`src/rtl/yolo_pkg.sv`:
```
// -----------------------------------------------------------------------------
// yolo_pkg
// Shared definitions for the YOLO box post-processing blocks.
//   Data_bit        : width of every coordinate / confidence word (signed Q format)
//   layer_shift_bit : fractional bits of coordinates and confidence
//   CLASS_BIT       : class index width
//   IMG_MAX         : upper clamp for box corners (grid units, same Q format)
//   box_entry_t     : one buffered candidate, field order MSB..LSB:
//                     x0, y0, x1, y1, conf, cls, keep, last
// -----------------------------------------------------------------------------
package yolo_pkg;

    localparam int Data_bit        = 16;
    localparam int layer_shift_bit = 10;
    localparam int CLASS_BIT       = 8;

    localparam logic [Data_bit-1:0] IMG_MAX = Data_bit'(13 << layer_shift_bit);

    typedef struct packed {
        logic [Data_bit-1:0]  x0;
        logic [Data_bit-1:0]  y0;
        logic [Data_bit-1:0]  x1;
        logic [Data_bit-1:0]  y1;
        logic [Data_bit-1:0]  conf;
        logic [CLASS_BIT-1:0] cls;
        logic                 keep;
        logic                 last;
    } box_entry_t;

    localparam int ENTRY_W = $bits(box_entry_t);

endpackage

```
`src/rtl/yolo_box_fifo.sv`:
```
// -----------------------------------------------------------------------------
// yolo_box_fifo
// Show-ahead synchronous FIFO: head always presents the oldest entry.
// A push into a full FIFO is accepted when a pop happens in the same cycle.
// Ports:
//   M_AXI_ACLK, M_AXI_ARESETN : clock, synchronous active-low reset
//   push, push_data           : write request and entry
//   pop                       : consume head (ignored when empty)
//   head                      : oldest entry (valid when !empty)
//   empty, full, count        : occupancy status
// -----------------------------------------------------------------------------
module yolo_box_fifo #(
    parameter int WIDTH = 90,
    parameter int DEPTH = 16
) (
    input  logic                     M_AXI_ACLK,
    input  logic                     M_AXI_ARESETN,
    input  logic                     push,
    input  logic [WIDTH-1:0]         push_data,
    input  logic                     pop,
    output logic [WIDTH-1:0]         head,
    output logic                     empty,
    output logic                     full,
    output logic [$clog2(DEPTH):0]   count
);

    localparam int AW = $clog2(DEPTH);

    logic [WIDTH-1:0] mem [DEPTH];
    logic [AW:0]      wr_ptr;
    logic [AW:0]      rd_ptr;
    logic             do_pop;
    logic             do_push;

    // Pointers carry one extra wrap bit, so the difference is the occupancy.
    assign count   = wr_ptr - rd_ptr;
    assign empty   = (count == '0);
    assign full    = count[AW];
    assign do_pop  = pop & ~empty;
    assign do_push = push & (~full | do_pop);
    assign head    = mem[rd_ptr[AW-1:0]];

    always_ff @(posedge M_AXI_ACLK) begin
        if (!M_AXI_ARESETN) begin
            wr_ptr <= '0;
            rd_ptr <= '0;
        end else begin
            if (do_push) wr_ptr <= wr_ptr + 1'b1;
            if (do_pop)  rd_ptr <= rd_ptr + 1'b1;
        end
    end

    always_ff @(posedge M_AXI_ACLK) begin
        if (do_push) mem[wr_ptr[AW-1:0]] <= push_data;
    end

endmodule

```
`src/rtl/yolo_box_candidate_buffer.sv`:
```
// -----------------------------------------------------------------------------
// yolo_box_candidate_buffer
// Filters decoded YOLO boxes by objectness, converts centre/size to clamped
// corners and buffers survivors for the IOU/NMS stage.
// Ports:
//   M_AXI_ACLK, M_AXI_ARESETN        : clock, synchronous active-low reset
//   conf_thresh                      : unsigned objectness threshold
//   in_valid, in_bx, in_by, in_bw, in_bh, in_conf, in_class, in_last : box beat
//   out_valid, out_ready             : show-ahead handshake to consumer
//   out_x0, out_y0, out_x1, out_y1, out_conf, out_class, out_keep, out_last
//   almost_full                      : count >= FIFO_DEPTH-AFULL_MARGIN
//   drop_cnt                         : saturating count of kept boxes lost to full FIFO
//   frame_box_cnt                    : boxes written in the last completed frame
// -----------------------------------------------------------------------------
module yolo_box_candidate_buffer
    import yolo_pkg::*;
#(
    parameter int FIFO_DEPTH   = 16,
    parameter int AFULL_MARGIN = 4
) (
    input  logic                 M_AXI_ACLK,
    input  logic                 M_AXI_ARESETN,
    input  logic [Data_bit-1:0]  conf_thresh,
    input  logic                 in_valid,
    input  logic [Data_bit-1:0]  in_bx,
    input  logic [Data_bit-1:0]  in_by,
    input  logic [Data_bit-1:0]  in_bw,
    input  logic [Data_bit-1:0]  in_bh,
    input  logic [Data_bit-1:0]  in_conf,
    input  logic [CLASS_BIT-1:0] in_class,
    input  logic                 in_last,
    output logic                 out_valid,
    input  logic                 out_ready,
    output logic [Data_bit-1:0]  out_x0,
    output logic [Data_bit-1:0]  out_y0,
    output logic [Data_bit-1:0]  out_x1,
    output logic [Data_bit-1:0]  out_y1,
    output logic [Data_bit-1:0]  out_conf,
    output logic [CLASS_BIT-1:0] out_class,
    output logic                 out_keep,
    output logic                 out_last,
    output logic                 almost_full,
    output logic [15:0]          drop_cnt,
    output logic [15:0]          frame_box_cnt
);

    localparam int          AW        = $clog2(FIFO_DEPTH);
    localparam logic [AW:0] AFULL_LVL = (AW+1)'(FIFO_DEPTH - AFULL_MARGIN);

    function automatic logic [Data_bit-1:0] clamp_corner(input logic signed [Data_bit:0] v);
        if (v[Data_bit])                return '0;
        if (v[Data_bit-1:0] > IMG_MAX)  return IMG_MAX;
        return v[Data_bit-1:0];
    endfunction

    // ---- S1: input register and confidence filter ----
    logic signed [Data_bit-1:0] bx_p1, by_p1, bw_p1, bh_p1;
    logic [Data_bit-1:0]        conf_p1;
    logic [CLASS_BIT-1:0]       cls_p1;
    logic                       keep_p1, last_p1;

    always_ff @(posedge M_AXI_ACLK) begin
        if (!M_AXI_ARESETN) begin
            keep_p1 <= 1'b0;
            last_p1 <= 1'b0;
        end else begin
            keep_p1 <= in_valid & (in_conf >= conf_thresh);
            last_p1 <= in_valid & in_last;
        end
    end

    always_ff @(posedge M_AXI_ACLK) begin
        bx_p1   <= in_bx;
        by_p1   <= in_by;
        bw_p1   <= in_bw;
        bh_p1   <= in_bh;
        conf_p1 <= in_conf;
        cls_p1  <= in_class;
    end

    // ---- S2: corner conversion (one extra bit so negative/overflow is visible), clamp ----
    logic signed [Data_bit-1:0] hw_p1, hh_p1;
    logic signed [Data_bit:0]   x0_w, y0_w, x1_w, y1_w;
    box_entry_t                 ent_p2;
    logic                       keep_p2, last_p2;

    always_comb begin
        hw_p1 = bw_p1 >>> 1;
        hh_p1 = bh_p1 >>> 1;
        x0_w  = {bx_p1[Data_bit-1], bx_p1} - {hw_p1[Data_bit-1], hw_p1};
        x1_w  = {bx_p1[Data_bit-1], bx_p1} + {hw_p1[Data_bit-1], hw_p1};
        y0_w  = {by_p1[Data_bit-1], by_p1} - {hh_p1[Data_bit-1], hh_p1};
        y1_w  = {by_p1[Data_bit-1], by_p1} + {hh_p1[Data_bit-1], hh_p1};
    end

    always_ff @(posedge M_AXI_ACLK) begin
        if (!M_AXI_ARESETN) begin
            keep_p2 <= 1'b0;
            last_p2 <= 1'b0;
        end else begin
            keep_p2 <= keep_p1;
            last_p2 <= last_p1;
        end
    end

    // Rejected beats that only carry last become markers with zeroed payload.
    always_ff @(posedge M_AXI_ACLK) begin
        ent_p2.x0   <= keep_p1 ? clamp_corner(x0_w) : '0;
        ent_p2.y0   <= keep_p1 ? clamp_corner(y0_w) : '0;
        ent_p2.x1   <= keep_p1 ? clamp_corner(x1_w) : '0;
        ent_p2.y1   <= keep_p1 ? clamp_corner(y1_w) : '0;
        ent_p2.conf <= keep_p1 ? conf_p1 : '0;
        ent_p2.cls  <= keep_p1 ? cls_p1  : '0;
        ent_p2.keep <= 1'b0;
        ent_p2.last <= 1'b0;
    end

    // ---- push arbitration, overflow handling, FIFO ----
    logic             fifo_empty, fifo_full, pop_req, can_accept;
    logic             push, drop_now, set_pending, clr_pending, last_pending;
    box_entry_t       push_data, head_ent, fifo_head;
    logic [AW:0]      fifo_count;
    logic [15:0]      run_cnt;

    always_comb begin
        pop_req     = ~fifo_empty & out_ready;
        can_accept  = ~fifo_full | pop_req;
        push        = 1'b0;
        push_data   = ent_p2;
        push_data.keep = keep_p2;
        push_data.last = last_p2;
        drop_now    = 1'b0;
        set_pending = 1'b0;
        clr_pending = 1'b0;
        if (keep_p2 | last_p2) begin
            if (can_accept) begin
                push = 1'b1;
            end else begin
                drop_now    = keep_p2;
                set_pending = last_p2;
            end
        end else if (last_pending && !fifo_full) begin
            // A frame end lost to overflow is re-issued as a bare marker.
            push           = 1'b1;
            push_data      = '0;
            push_data.last = 1'b1;
            clr_pending    = 1'b1;
        end
    end

    yolo_box_fifo #(
        .WIDTH (ENTRY_W),
        .DEPTH (FIFO_DEPTH)
    ) u_fifo (
        .M_AXI_ACLK    (M_AXI_ACLK),
        .M_AXI_ARESETN (M_AXI_ARESETN),
        .push          (push),
        .push_data     (push_data),
        .pop           (pop_req),
        .head          (fifo_head),
        .empty         (fifo_empty),
        .full          (fifo_full),
        .count         (fifo_count)
    );

    always_ff @(posedge M_AXI_ACLK) begin
        if (!M_AXI_ARESETN) begin
            last_pending  <= 1'b0;
            drop_cnt      <= '0;
            run_cnt       <= '0;
            frame_box_cnt <= '0;
        end else begin
            if (set_pending)      last_pending <= 1'b1;
            else if (clr_pending) last_pending <= 1'b0;
            if (drop_now && drop_cnt != 16'hFFFF) drop_cnt <= drop_cnt + 16'd1;
            if (push) begin
                if (push_data.last) begin
                    frame_box_cnt <= run_cnt + 16'(push_data.keep);
                    run_cnt       <= '0;
                end else begin
                    run_cnt <= run_cnt + 16'(push_data.keep);
                end
            end
        end
    end

    // Head payload is forced to zero while empty so outputs are 0 out of reset.
    assign head_ent    = fifo_empty ? '0 : fifo_head;
    assign out_valid   = ~fifo_empty;
    assign out_x0      = head_ent.x0;
    assign out_y0      = head_ent.y0;
    assign out_x1      = head_ent.x1;
    assign out_y1      = head_ent.y1;
    assign out_conf    = head_ent.conf;
    assign out_class   = head_ent.cls;
    assign out_keep    = head_ent.keep;
    assign out_last    = head_ent.last;
    assign almost_full = (fifo_count >= AFULL_LVL);

endmodule
```
`config.mk`:
```
export PLATFORM = sky130hd
export DESIGN_NAME = yolo_box_candidate_buffer
export DESIGN_NICKNAME = d
export VERILOG_FILES = /design/src/rtl/yolo_pkg.sv /design/src/rtl/yolo_box_fifo.sv /design/src/rtl/yolo_box_candidate_buffer.sv
export SDC_FILE = /design/constraint.sdc
export NUM_CORES = 2
export LEC_CHECK = 0
export ABC_CLOCK_PERIOD_IN_PS = 9150
export BUFFER_PORTS_ARGS = -buffer_cell sky130_fd_sc_hd__buf_2
export CORE_ASPECT_RATIO = 0.7
export CORE_UTILIZATION = 45
export CTS_CLUSTER_DIAMETER = 120
export DETAILED_ROUTE_END_ITERATION = 16
export PLACE_DENSITY_LB_ADDON = 0.15
export SLEW_MARGIN = 20
export SYNTH_ARGS = -nofsm -noshare
export SYNTH_HDL_FRONTEND = slang
export SYNTH_SLANG_ARGS = --single-unit
```
`constraint.sdc`:
```
create_clock -name M_AXI_ACLK -period 9.15 [get_ports M_AXI_ACLK]
set_input_delay 0.4575 -clock M_AXI_ACLK [delete_from_list [all_inputs] [get_ports M_AXI_ACLK]]
set_output_delay 0.4575 -clock M_AXI_ACLK [all_outputs]
set_load 0.01 [all_outputs]
```
==> results.cfg <==
[global_route]
antenna_found_initial = 21
grt_pass1_vias = 33900
grt_first_pass_wirelength_um = 231000
grt_start_max_net_pins = 144
gr-usage-all-layers_pct = 21.3
grt_overflow = 0

[routing]
viasPerCell = 5.65
num_vias = 33500
m1WireLength_um = 72100
drtPass1Iterations = 5
dr_wl_met3_um = 8440
wl_um = 157000
wl_met2_um = 73600
drc = 0
ant_nets = 0
drt_iter0_markers = 3219
maxUsedRoutingLayer = met5
wl_per_cell_um = 26.5

[clock_tree]
cts_tree = done
cts_resized = 0
cts_sinks = 1681
clk_pin_slew_ps = 60
ctsHtreeMaxLevel = 4
clockBufferDepth = 3
root_buffer = clkbuf_16
cts_buffers = 161
worst_skew_pair.late_latency_ps = 780

[pwr]
leakagePower_nw = 24.9
power.density_nw_per_um2 = 240
max-vdd-ir-drop_uv = 214
power_mw = 18.4

[run_status]
status = completed

[sta]
skew_ps = 39.5
max_freq_mhz = 191
setup-violations-final = 0
fin_crit_ps = 5230
hold_viol = 0
setup_slack_ps = 3920
tightest_slew_ps = 1100
rsz0062_at_grt = false
slew_headroom_pct = 26.8
setup_tns_ps = 0
drv_slew = 0
min_period_over_period_pct = 57.1

[logic_synthesis]
synth_edf_count = 1440
synth_ff_type = edfxtp_1
syn-cell-area_um2 = 66700
synth_cell_types = 84
syn_inst = 3460
ys_seq_area_share_pct = 72.1
avgSynthCellArea_um2 = 19.3
ys_ff_latch = 1681
yosys_warnings = 0
synth_area_leader_cell = edfxtp_1
async_flop_share_pct = 0
synth_most_common_cell = edfxtp_1
synth_top_cell_area_share_pct = 64.9
yosys-top-cells-area = edfxtp_1 65%, mux4_2 15%, dfxtp_1 7.2%, ha_1 1.7%, and2_1 1.3%
netlist_top_cells_count = 1440 x edfxtp_1, 450 x mux4_2, 241 x dfxtp_1

[setup_path]
path_cells = inv_1 > ha_1 > inv_1 > fa_1 > a21o_1 > a21oi_1 > xnor2_1 > o2111a_4 > buf_4 > nor2b_1 > buf_2
cpPeakStageDelay_ps = 860
start_kind = flip-flop
worstPathRequired_ps = 8690
critical_path_class = flip-flop to primary output
cp_common_cell = inv_1
slowest_stage = xnor2_1
end_kind = primary output
crit_arrival_ps = 4770
worst-path-max-fanout = 73

[die]
die_h_um = 324
io_pins = 233
core_area_um2 = 146000
die_x_um = 462
initial_core_util_pct = 45.6
rows = 117
die-area_um2 = 150000

[final_layout]
num-nets-final = 4040
nFillCells = 11600
final_layout_size_suffix_gt1_share_pct = 25.7
stdcell_area_um2 = 76400
area_growth_pct = 14.7

[flow_run]
max_cap_viol_count = 0

[place]
routabilityCongestion = 0.806
dpl_cell_area_um2 = 70400
place_hpwl_um = 83300
dp_slack_ps = 3920
io_buffers = 230

[worst_hold_path]
hp-class = primary input to flip-flop
[layout by cell type, fill, tap and decap left out, types with 16 or more instances in the layout]
master / Yosys / routed
nor3_1: 28 / 24
clkbuf_16: 0 / 167
nand4_1: 16 / 16
nand2_1: 68 / 68
a21boi_0: 18 / 18
buf_4: 0 / 47
a21oi_1: 50 / 50
dfxtp_1: 241 / 236
nor2_1: 91 / 79
mux4_2: 450 / 450
xor2_1: 24 / 24
clkinv_2: 0 / 19
clkbuf_8: 0 / 18
o21ai_0: 48 / 48
inv_1: 85 / 85
dlygate4sd3_1: 0 / 88
and2_1: 140 / 140
nor4_1: 19 / 19
nand2b_1: 20 / 20
ha_1: 92 / 92
edfxtp_1: 1440 / 1440
clkinv_1: 0 / 18
nand3_1: 29 / 28
buf_2: 10 / 230
nor2b_1: 126 / 126
clkbuf_1: 125 / 52
xnor2_1: 49 / 49
[what timing repair did]
item	CTS	global route
endpoints found under the hold margin	88	0
hold buffers	88	0
buffers inserted	0	0
[flip-flops by register name (all words and copies together) (netlist names), 5 cells and up, named ones only]
signal	cells
ent_p2	88
drop_cnt	16
bx_p1	16
u_fifo.rd_ptr	5
u_fifo.mem	1440
u_fifo.wr_ptr	5
by_p1	16
bw_p1	15
cls_p1	8
frame_box_cnt	16
conf_p1	16
run_cnt	16
bh_p1	15
[path summary, 6_finish.rpt]
path | depth (start not counted) | endpoint | slack, ps | startpoint
max | 11 | out_conf[10] | 3920 | u_fifo.wr_ptr[0]$_SDFFE_PN0P_
min | 4 | keep_p1$_SDFF_PN0_ | 110 | conf_thresh[11]
max reg2reg | 13 | u_fifo.mem[12][17]$_DFFE_PP_ | 3940 | u_fifo.wr_ptr[0]$_SDFFE_PN0P_
min reg2reg | 1 | ent_p2[14]$_SDFF_PN0_ | 430 | conf_p1[4]$_DFF_P_
[report_power, final]
part / internal [mW] / switching (mW)
Combinational: 1.62 / 1.75
Clock: 3.71 / 2.83
Sequential: 8.34 / 0.116
[layout make-up]
class | count | area, um^2 | area share (%)
Clock inverter | 56 | 543 | 0.710
Inverter | 85 | 319 | 0.417
Timing Repair Buffer | 375 | 2580 | 3.38
Sequential cell | 1681 | 48100 | 62.9
Antenna cell | 7 | 17.5 | 0.0229
Tap cell | 1963 | 2460 | 3.21
Clock buffer | 237 | 4620 | 6.05
Multi-Input combinational cell | 1530 | 17800 | 23.3
[cell families after synthesis]
family                     count (synthesis)  share of synthesized area (%)
AOI/OAI and AO/OA                        278                           3.02
xor gates and xnor gates                  73                          0.959
adders and majority gates                 97                           1.88
buffers and inverters                    256                           1.48
DFF                                     1681                           72.1
muxes                                    458                           15.3
other                                      1                        0.00563
and+or+nand+nor                          616                           5.23
[per-layer routing]
metal | track usage, % | vias up
met5 | 0 | -
met4 | 5.56 | 6
met3 | 3.11 | 180
met2 | 33.0 | 958
met1 | 31.9 | 17700
li1 | - | 14700
[per-stage QoR]
step,hold WS [ps],utilization [%],instances
after floorplan,412,-,3467
after global placement,418,48.1,5546
after detailed placement,420,48.1,5546
after CTS,47.0,52.2,5927
after global routing,91.0,52.3,5930
final,106,52.3,5934
[critical path, delay by kind of cell, from the launching register on]
kind / cells / cell delay (ps)
adder cells (fa/ha/maj): 2 / 430
AND/OR/NAND/NOR: 1 / 150
buffers and inverters: 4 / 1200
XOR/XNOR: 1 / 860
AO/OA/AOI/OAI: 3 / 850
flip-flops: 1 / 420
Power figures use the tool's default switching activity.
